$ cat config.mk
export PLATFORM = sky130hd
export DESIGN_NAME = out_check_monitor
export DESIGN_NICKNAME = d
export VERILOG_FILES = /design/src/rtl/chk_pkg.sv /design/src/rtl/lane_cmp.sv /design/src/rtl/out_check_monitor.sv
export SDC_FILE = /design/constraint.sdc
export NUM_CORES = 1
export LEC_CHECK = 0
export BUFFER_PORTS_ARGS = -buffer_cell sky130_fd_sc_hd__clkbuf_2
export CAP_MARGIN = 5
export CORE_ASPECT_RATIO = 0.75
export CORE_MARGIN = 4
export CORE_UTILIZATION = 49
export CTS_CLUSTER_DIAMETER = 80
export DETAILED_ROUTE_END_ITERATION = 7
export GPL_TIMING_DRIVEN = 0
export PLACE_DENSITY_LB_ADDON = 0.3
export SLEW_MARGIN = 20
export SYNTH_ARGS = -nofsm -noshare
export SYNTH_HDL_FRONTEND = slang
export SYNTH_SLANG_ARGS = --single-unit
$ cat constraint.sdc
create_clock -name clk -period 2.75 [get_ports clk]
set_input_delay 0.275 -clock clk [delete_from_list [all_inputs] [get_ports clk]]
set_output_delay 0.275 -clock clk [all_outputs]
set_load 0.05 [all_outputs]
$ cat src/rtl/chk_pkg.sv
// Shared definitions for the output self-check monitor: FSM encoding, lane sizing
// and the mismatch popcount.
package chk_pkg;

  typedef enum logic [1:0] {
    CHK_RUN   = 2'd0,
    CHK_DRAIN = 2'd1,
    CHK_DONE  = 2'd2
  } chk_state_e;

  localparam int unsigned LaneW    = 8;
  localparam int unsigned MaxLanes = 8;

  function automatic logic [3:0] popcount(input logic [MaxLanes-1:0] v);
    logic [3:0] n;
    n = '0;
    for (int i = 0; i < MaxLanes; i++) begin
      n = n + {3'b000, v[i]};
    end
    return n;
  endfunction

endpackage

$ cat src/rtl/lane_cmp.sv
// Parallel per-lane equality comparators; a mask bit is set where a lane differs
// from its expected value.
module lane_cmp
  import chk_pkg::*;
#(
  parameter int unsigned LANES = 4,
  parameter int unsigned W     = LaneW
) (
  input  logic [LANES*W-1:0] lane_i,
  input  logic [LANES*W-1:0] exp_i,
  output logic [LANES-1:0]   mask_o
);

  for (genvar i = 0; i < LANES; i++) begin : g_lane
    assign mask_o[i] = (lane_i[i*W +: W] != exp_i[i*W +: W]);
  end

endmodule

$ cat src/rtl/out_check_monitor.sv
// Single-shot result checker: compares all lanes at one programmed cycle after reset,
// waits a drain period, then latches a sticky pass/fail verdict.
module out_check_monitor
  import chk_pkg::*;
#(
  parameter int unsigned LANES        = 4,
  parameter int unsigned W            = LaneW,
  parameter int unsigned CHECK_CYCLE  = 3,
  parameter int unsigned DRAIN_CYCLES = 99,
  parameter int unsigned CW           = 16
) (
  input  logic               clk,
  input  logic               rst,
  input  logic [LANES*W-1:0] lane_in,
  input  logic [LANES*W-1:0] exp_in,
  output logic [LANES-1:0]   mis_mask,
  output logic [3:0]         err_cnt,
  output logic               checked,
  output logic               pass,
  output logic               fail,
  output logic               done
);

  localparam logic [CW-1:0] CheckAt   = CW'(CHECK_CYCLE);
  // Guarded so a zero drain length does not wrap; DRAIN is unreachable then anyway.
  localparam logic [CW-1:0] DrainLast = (DRAIN_CYCLES == 0) ? '0 : CW'(DRAIN_CYCLES - 1);

  chk_state_e         state_q, state_d;
  logic [CW-1:0]      cyc_q, cyc_d;
  logic [LANES-1:0]   mis_mask_q, mis_mask_d;
  logic [3:0]         err_cnt_q, err_cnt_d;
  logic               checked_q, checked_d;
  logic               pass_q, pass_d;
  logic               fail_q, fail_d;
  logic               done_q, done_d;

  logic [LANES-1:0]    cmp_mask;
  logic [MaxLanes-1:0] cmp_mask_ext;

  lane_cmp #(
    .LANES (LANES),
    .W     (W)
  ) u_lane_cmp (
    .lane_i (lane_in),
    .exp_i  (exp_in),
    .mask_o (cmp_mask)
  );

  assign cmp_mask_ext = MaxLanes'(cmp_mask);

  always_comb begin
    state_d    = state_q;
    cyc_d      = cyc_q;
    mis_mask_d = mis_mask_q;
    err_cnt_d  = err_cnt_q;
    checked_d  = checked_q;
    pass_d     = pass_q;
    fail_d     = fail_q;
    done_d     = done_q;
    case (state_q)
      CHK_RUN: begin
        cyc_d = cyc_q + 1'b1;
        if (cyc_q == CheckAt) begin
          mis_mask_d = cmp_mask;
          err_cnt_d  = popcount(cmp_mask_ext);
          checked_d  = 1'b1;
          cyc_d      = '0;
          if (DRAIN_CYCLES == 0) begin
            state_d = CHK_DONE;
            done_d  = 1'b1;
            pass_d  = (err_cnt_d == 4'd0);
            fail_d  = (err_cnt_d != 4'd0);
          end else begin
            state_d = CHK_DRAIN;
          end
        end
      end
      CHK_DRAIN: begin
        cyc_d = cyc_q + 1'b1;
        if (cyc_q == DrainLast) begin
          state_d = CHK_DONE;
          done_d  = 1'b1;
          pass_d  = (err_cnt_q == 4'd0);
          fail_d  = (err_cnt_q != 4'd0);
        end
      end
      CHK_DONE: begin
        state_d = CHK_DONE;
      end
      default: begin
        state_d = CHK_RUN;
      end
    endcase
  end

  always_ff @(posedge clk) begin
    if (rst) begin
      state_q    <= CHK_RUN;
      cyc_q      <= '0;
      mis_mask_q <= '0;
      err_cnt_q  <= '0;
      checked_q  <= 1'b0;
      pass_q     <= 1'b0;
      fail_q     <= 1'b0;
      done_q     <= 1'b0;
    end else begin
      state_q    <= state_d;
      cyc_q      <= cyc_d;
      mis_mask_q <= mis_mask_d;
      err_cnt_q  <= err_cnt_d;
      checked_q  <= checked_d;
      pass_q     <= pass_d;
      fail_q     <= fail_d;
      done_q     <= done_d;
    end
  end

  assign mis_mask = mis_mask_q;
  assign err_cnt  = err_cnt_q;
  assign checked  = checked_q;
  assign pass     = pass_q;
  assign fail     = fail_q;
  assign done     = done_q;

endmodule

==> impl_results.md, run 1 <==
- Final hold vios: 0
- Area leader, netlist: dfxtp_1
- Hold_buf cts: 0
- Post-Syn Nets: 309
- Startpoint types: flip-flop
- Switching part of the total power: 35.33%
- Core area: 0.003780 mm²
- Root Buffer: clkbuf_8
- Worst Hold Path EP: state_q[1]
- Total die area: 0.005134 mm²
- Placement row count: 19
- Count of cell types in the netlist: 49
- Share of cells above drive strength 1: 30.63%
- Residual DRC count: 0
- Yosys reg bits: 29
- Pwr dens: 530.3 mW/mm²
- Synth async-reset ratio: 0%
- CP Capture Type: flip-flop
- Top fanout value on the critical path: 10
- Slew Viols, Final: 0
- Post-synth EDFFs: 0
- Worst hold stages: 3
- Synth Instances: 236
- RR Endpoint: cyc_q[12]
- Leak Pwr: 0.001044 µW
- Synth top area cells: dfxtp_1 29%, xnor2_1 11%, nand4_1 4.7%, nor2_1 4.0%, xor2_1 4.0%
- WP data required: 2.92 ns
- CTS tree: built
- Die height: 63.06 µm
- Total CTS buffers: 5
- Gr ovfl total: 0
- Initial Utilization: 52.40%
- Fill count: 328
- # diodes: 0
- Clk buf depth: 2
- Hold_ws: 0.3829 ns
- Sink Count: 29
- Unrepaired setup endpoints after global routing: no
- Synth-to-layout area growth: 27.61%
- Clk_skew: 0.007282 ns
- Initial DRC Count: 201
- R2R depth: 9
- IO Port Bufs: 76
- Final min period: 2.399 ns
- Max IR drop VDD: 589.7 µV
- Post-DRT Antenna Nets: 0
- TNS Setup: 0 ns
- Sequential Power Share: 36.6%
- Slew HR: 65.63%
- Routability Congestion: 0.9385
- DP Wirelength: 4109 µm
- Vias in the first global route: 1938
- Reg2reg setup slack: 0.35 ns
- Post-CTS Repair Setup Buffers: 0
- Reg2reg start: state_q[1]
- Vias per std cell: 5.578
- Pint: 866.7 µW
- # Max-Cap Violations: 0
- Total track usage: 20.61%
- Worst-Skew Late Latency: 0.28 ns
- Routed wire length: 5097 µm
- Worst Max-Slew Pin Slew: 0.5137 ns
- Combinational share of power: 34.5%
- Min-Delay Path Class: in2reg
- Synth Area per Inst: 8.393 µm²
- Clock transition at path regs: 0.06 ns
- Warnings from Yosys: 0
- Top FF cell, synth: dfxtp_1
- Detailed Routing Iterations Pass 1: 4
- Max H-tree Level: 2
- Outcome: complete, no violations
- Most instantiated library cell after synthesis: dfxtp_1
- Resized Gates After CTS: 0
- First-pass GRT wire length: 8418 µm
- Synth top area share: 29.31%
- Total I/O pin count: 78
- Net load switching power: 473.6 µW
- Finished Layout Cells: 372
- Min-delay src: rst
- Synth top cells by count: 29 x dfxtp_1, 24 x xnor2_1, 21 x nor2_1
- Placed cells: 364
- Setup-failing EPs final: 0
- Worst path arrival time: 2.57 ns
- WL/cell: 13.70 µm
- Largest net degree at the start of global routing: 11
- Sequential area share after synthesis: 29.31%
- Maximum clock rate: 416.9 MHz
- Clock power share: 28.9%
- CP Class: reg2reg
- Final nets: 392
- Initial antenna violation count: 0
- Final Cycle Share: 87.23%
- Die X-Extent: 81.42 µm
- Via count: 2075
- Cell area after synthesis: 0.001981 mm²
==> worst max-delay path by stage <==
stage	startpoint	endpoint	slack, ns	cells past startpoint
floorplan	state_q[1]	cyc_q[12]	0.82	9
global placement	state_q[1]	cyc_q[13]	0.49	9
detailed placement	state_q[1]	cyc_q[13]	0.43	9
CTS	state_q[1]	cyc_q[13]	0.41	9
global route	state_q[1]	cyc_q[5]	0.12	9
finish	state_q[1]	cyc_q[12]	0.35	9
==> critical path: stages (launching register included) <==
cell and delay (ns):
dfxtp_1 0.33, inv_1 0.06, ha_1 0.17, clkbuf_1 0.20
nor4b_1 0.46, a41oi_1 0.22, clkbuf_1 0.27, clkbuf_1 0.28
a32oi_1 0.23, nand2_1 0.07
==> power by group through the flow <==
| stage | combinational (µW) | clock, µW | sequential, µW |
|---|---|---|---|
| 2_1_floorplan | 265 | 0 | 555 |
| 3_3_place_gp | 446 | 0 | 497 |
| 3_5_place_dp | 459 | 0 | 499 |
| 4_1_cts | 461 | 395 | 490 |
| 5_1_grt | 505 | 416 | 497 |
| 6_report | 462 | 388 | 491 |
==> layout make-up <==
cell class | count | area (µm²) | share of cell area, %
multi-input cells | 182 | 1294 | 51.19
flip-flops and latches | 29 | 580.6 | 22.97
repair buffers | 76 | 380.4 | 15.05
clock buffers | 7 | 96.34 | 3.812
plain buffers | 16 | 72.57 | 2.871
well taps | 52 | 65.06 | 2.574
inverters | 9 | 33.78 | 1.337
clock inverters | 1 | 5.005 | 0.1980
==> layer usage <==
metal  track usage [%]  up-vias  wire length [µm]
li1                  -     1028                 -
met1             27.79      957              2209
met2             33.23       81              2410
met3             4.843        9               425
met4             4.430        0                52
met5                 0        -                 0
==> flip-flops by register name, indices dropped and copies added (netlist names) <==
name and cells:
checked 1, done 1, mis_mask 4, cyc_q 16
fail 1, err_cnt 3, pass 1, state_q 2
==> logic make-up (layout without fill, tap and decap cells) <==
kind of cell / count (synthesis) / count (layout) / share of synthesized area [%]
xor+xnor: 33 / 33 / 14.59
mux: 5 / 5 / 2.527
fa+ha+maj: 7 / 7 / 4.801
compound gates: 42 / 42 / 14.78
simple gates: 94 / 94 / 28.43
buf+inv: 25 / 109 / 5.369
flops: 29 / 29 / 29.31
other cells: 1 / 1 / 0.1893
==> placed cells by master, fill, tap and decap left out, types with 4 or more instances in the layout <==
cell / count
clkbuf_2: 76
dfxtp_1: 29
xnor2_1: 24
nor2_1: 21
nand4_1: 15
a21oi_1: 14
clkbuf_1: 13
nand2_1: 11
nand3_1: 10
xor2_1: 9
inv_1: 9
nor4_1: 8
clkbuf_8: 7
ha_1: 6
mux2i_1: 5
or3_1: 4
a31oi_1: 4
or4_4: 4
a211oi_1: 4
==> metrics by stage <==
stage | utilization [%] | cell area (µm²) | total power (µW) | worst slack, ns
2_1_floorplan | - | 1981 | 820.1 | 0.8167
3_3_place_gp | 64.18 | 2426 | 943.1 | 0.4896
3_5_place_dp | 64.18 | 2426 | 957.8 | 0.4348
4_1_cts | 66.87 | 2527 | 1346 | 0.4110
5_1_grt | 66.87 | 2527 | 1419 | 0.1154
6_report | 66.87 | 2527 | 1340 | 0.3512
Power figures use the tool's default switching activity.
==> run 2, diff against run 1 <==
--- a/config.mk
+++ b/config.mk
@@ -5,13 +5,13 @@
 export SDC_FILE = /design/constraint.sdc
 export NUM_CORES = 1
 export LEC_CHECK = 0
-export BUFFER_PORTS_ARGS = -buffer_cell sky130_fd_sc_hd__clkbuf_2
 export CAP_MARGIN = 5
 export CORE_ASPECT_RATIO = 0.75
 export CORE_MARGIN = 4
-export CORE_UTILIZATION = 49
+export CORE_UTILIZATION = 55
 export CTS_CLUSTER_DIAMETER = 80
 export DETAILED_ROUTE_END_ITERATION = 7
+export DONT_BUFFER_PORTS = 1
 export GPL_TIMING_DRIVEN = 0
 export PLACE_DENSITY_LB_ADDON = 0.3
 export SLEW_MARGIN = 20
==> run 2 against run 1 <==
  * Clock skew is 0.0031 ns lower
  * Routed wire length shrank 13%
  * Sequential power increased by 13%
  * First-iteration DRC count down 9.0%
  * Global-route usage decreased by 0.72 points
  * Die area decreased by 9.7%
  * Sequential cell count unchanged
  * Utilization fell by 3.7 points
  * Highest routed layer unchanged
==> impl_results.md, run 2 (synthesis gave the netlist of run 1 again) <==
- Placed cells: 276 (-24%)
- WP data required: 2.92 ns (about the same)
- Worst hold stages: 2 (-1)
- Reg2reg setup slack: 0.44 ns (+0.09 ns)
- Die height: 59.97 µm (-4.9%)
- Unrepaired setup endpoints after global routing: no
- Total I/O pin count: 78 (unchanged)
- CP Class: reg2reg
- IO Port Bufs: 0 (-100%)
- Most common cell after layout, fill and taps aside: dfxtp_1
- Worst Hold Path EP: state_q[1]
- Outcome: complete, no violations
- Leak Pwr: 0.0007230 µW (-31%)
- Max IR drop VDD: 395.9 µV (-33%)
- Initial Utilization: 58.63% (+6.2 points)
- Initial antenna violation count: 0 (unchanged)
- Placement row count: 18 (-1)
- Final Cycle Share: 83.99% (-3.2 points)
- Min-delay src: rst
- Vias in the first global route: 1594 (-18%)
- RR Endpoint: cyc_q[12]
- Fin util: 63.19% (-3.7 points)
- Routability Congestion: 0.8935 (-4.8%)
- Post-DRT Antenna Nets: 0 (unchanged)
- Die X-Extent: 77.30 µm (-5.1%)
- WL/cell: 15.66 µm (+14%)
- Post-DP Area: 0.002031 mm² (-16%)
- Share of cells above drive strength 1: 8.642% (-22 points)
- Maximum clock rate: 433.0 MHz (+3.9%)
- Final min period: 2.310 ns (-0.08921 ns)
- Resized Gates After CTS: 0 (unchanged)
- R2R depth: 9 (unchanged)
- Routed wire length: 4432 µm (-13%)
- Detailed Routing Iterations Pass 1: 4 (unchanged)
- Final hold vios: 0 (unchanged)
- Root Buffer: clkbuf_8
- Worst-Skew Late Latency: 0.28 ns (about the same)
- Pwr dens: 609.4 mW/mm² (+15%)
- # diodes: 0 (unchanged)
- Top reg by flops: cyc_q
- Worst path arrival time: 2.48 ns (-0.09 ns)
- Total die area: 0.004635 mm² (-9.7%)
- Cell area after layout: 0.002135 mm² (-16%)
- Via count: 1728 (-17%)
- Synth-to-layout area growth: 7.770%
- Clk buf depth: 2 (unchanged)
- Max H-tree Level: 2 (unchanged)
- Largest net degree at the start of global routing: 11 (unchanged)
- Core area: 0.003378 mm² (-11%)
- Clk_skew: 0.004190 ns (-0.003092 ns)
- First-pass GRT wire length: 7389 µm (-12%)
- Total CTS buffers: 5 (unchanged)
- Post-CTS Repair Setup Buffers: 0 (unchanged)
- Residual DRC count: 0 (unchanged)
- Worst Max-Slew Pin Slew: 0.5579 ns (+0.04418 ns)
- TNS Setup: 0 ns (unchanged)
- Initial DRC Count: 183 (-9.0%)
- Final nets: 316 (-19%)
- Setup-failing EPs final: 0 (unchanged)
- Finished Layout Cells: 283 (-24%)
- # Max-Cap Violations: 0 (unchanged)
- Sink Count: 29 (unchanged)
- Reg2reg start: state_q[1]
- Slew Viols, Final: 0 (unchanged)
- Min-Delay Path Class: in2reg
- Clock transition at path regs: 0.06 ns (about the same)
- Most frequent cells in the layout: 29 x dfxtp_1, 24 x xnor2_1, 21 x nor2_1, 15 x nand4_1, 14 x a21oi_1
- Slew HR: 62.76% (-2.9 points)
- Vias per std cell: 6.106 (+9.5%)
- Max reg flops: 16 (unchanged)
- Top fanout value on the critical path: 10 (unchanged)
- Gr ovfl total: 0 (unchanged)
- Total track usage: 19.89% (-0.72 points)
- DP Wirelength: 3422 µm (-17%)
- Startpoint types: flip-flop
- Hold_buf cts: 0 (unchanged)
- CP Capture Type: flip-flop
- CTS tree: built
-- run 2: changes by cell type in the layout (fill, tap and decap cells not counted), sizes merged --
| cell | change |
|---|---|
| bufinv | +1 |
| clkbuf | -78 |
-- run 2: routing by layer --
layer  share of wire (%)  GRT usage (%)  routed length (µm)  up-vias
met5                   0              0                   0        -
met3                 7.9          6.476                 348        7
li1                    -              -                   -      875
met1                  47          26.89                2105      784
met2                  44          31.24                1939       62
met4                0.88          4.315                  39        0
-- run 2: final cells by class --
| type | count | area [µm²] |
|---|---|---|
| Inverter | 9 | 33.78 |
| Tap cell | 40 | 50.05 |
| Fill cell | 318 | 1244 |
| Multi-Input combinational cell | 182 | 1294 |
| Clock inverter | 2 | 35.03 |
| Clock buffer | 5 | 68.82 |
| Buffer | 16 | 72.57 |
| Sequential cell | 29 | 580.6 |
-- run 2: critical path, stage by stage (launching register included) --
cell and delay [ns]:
dfxtp_1 0.34, inv_1 0.06, ha_1 0.17, clkbuf_1 0.19, nor4b_1 0.41, a41oi_1 0.18, clkbuf_1 0.26, clkbuf_1 0.28
a32oi_1 0.23, nand2_1 0.07
-- run 2: power breakdown --
group          internal, µW  leakage (µW)  switching, µW  total (µW)
Sequential              458      0.000235           97.9         556
Clock                   263     0.0000540            157         420
Combinational           141      0.000435            185         325
Total                   861      0.000723            440        1300
-- run 2: worst max path at each step --
| stage | from | slack [ns] | cells after the start | to |
|---|---|---|---|---|
| 2_1_floorplan | state_q[1] | 0.82 | 9 | cyc_q[12] |
| 5_1_grt | state_q[1] | 0.16 | 9 | cyc_q[13] |
| 3_5_place_dp | state_q[1] | 0.49 | 9 | cyc_q[13] |
| 4_1_cts | state_q[1] | 0.45 | 9 | cyc_q[13] |
| 6_report | state_q[1] | 0.44 | 9 | cyc_q[12] |
| 3_3_place_gp | state_q[1] | 0.54 | 9 | cyc_q[12] |
-- run 2: stage by stage --
stage | total power (µW) | hold slack [ns] | worst slack (ns)
final | 1301 | 0.1821 | 0.4404
after global routing | 1371 | 0.2033 | 0.1615
after CTS | 1303 | 0.1839 | 0.4495
after floorplan | 820.1 | 0.4491 | 0.8167
after detailed placement | 885.6 | 0.4674 | 0.4898
after global placement | 876.2 | 0.4606 | 0.5379
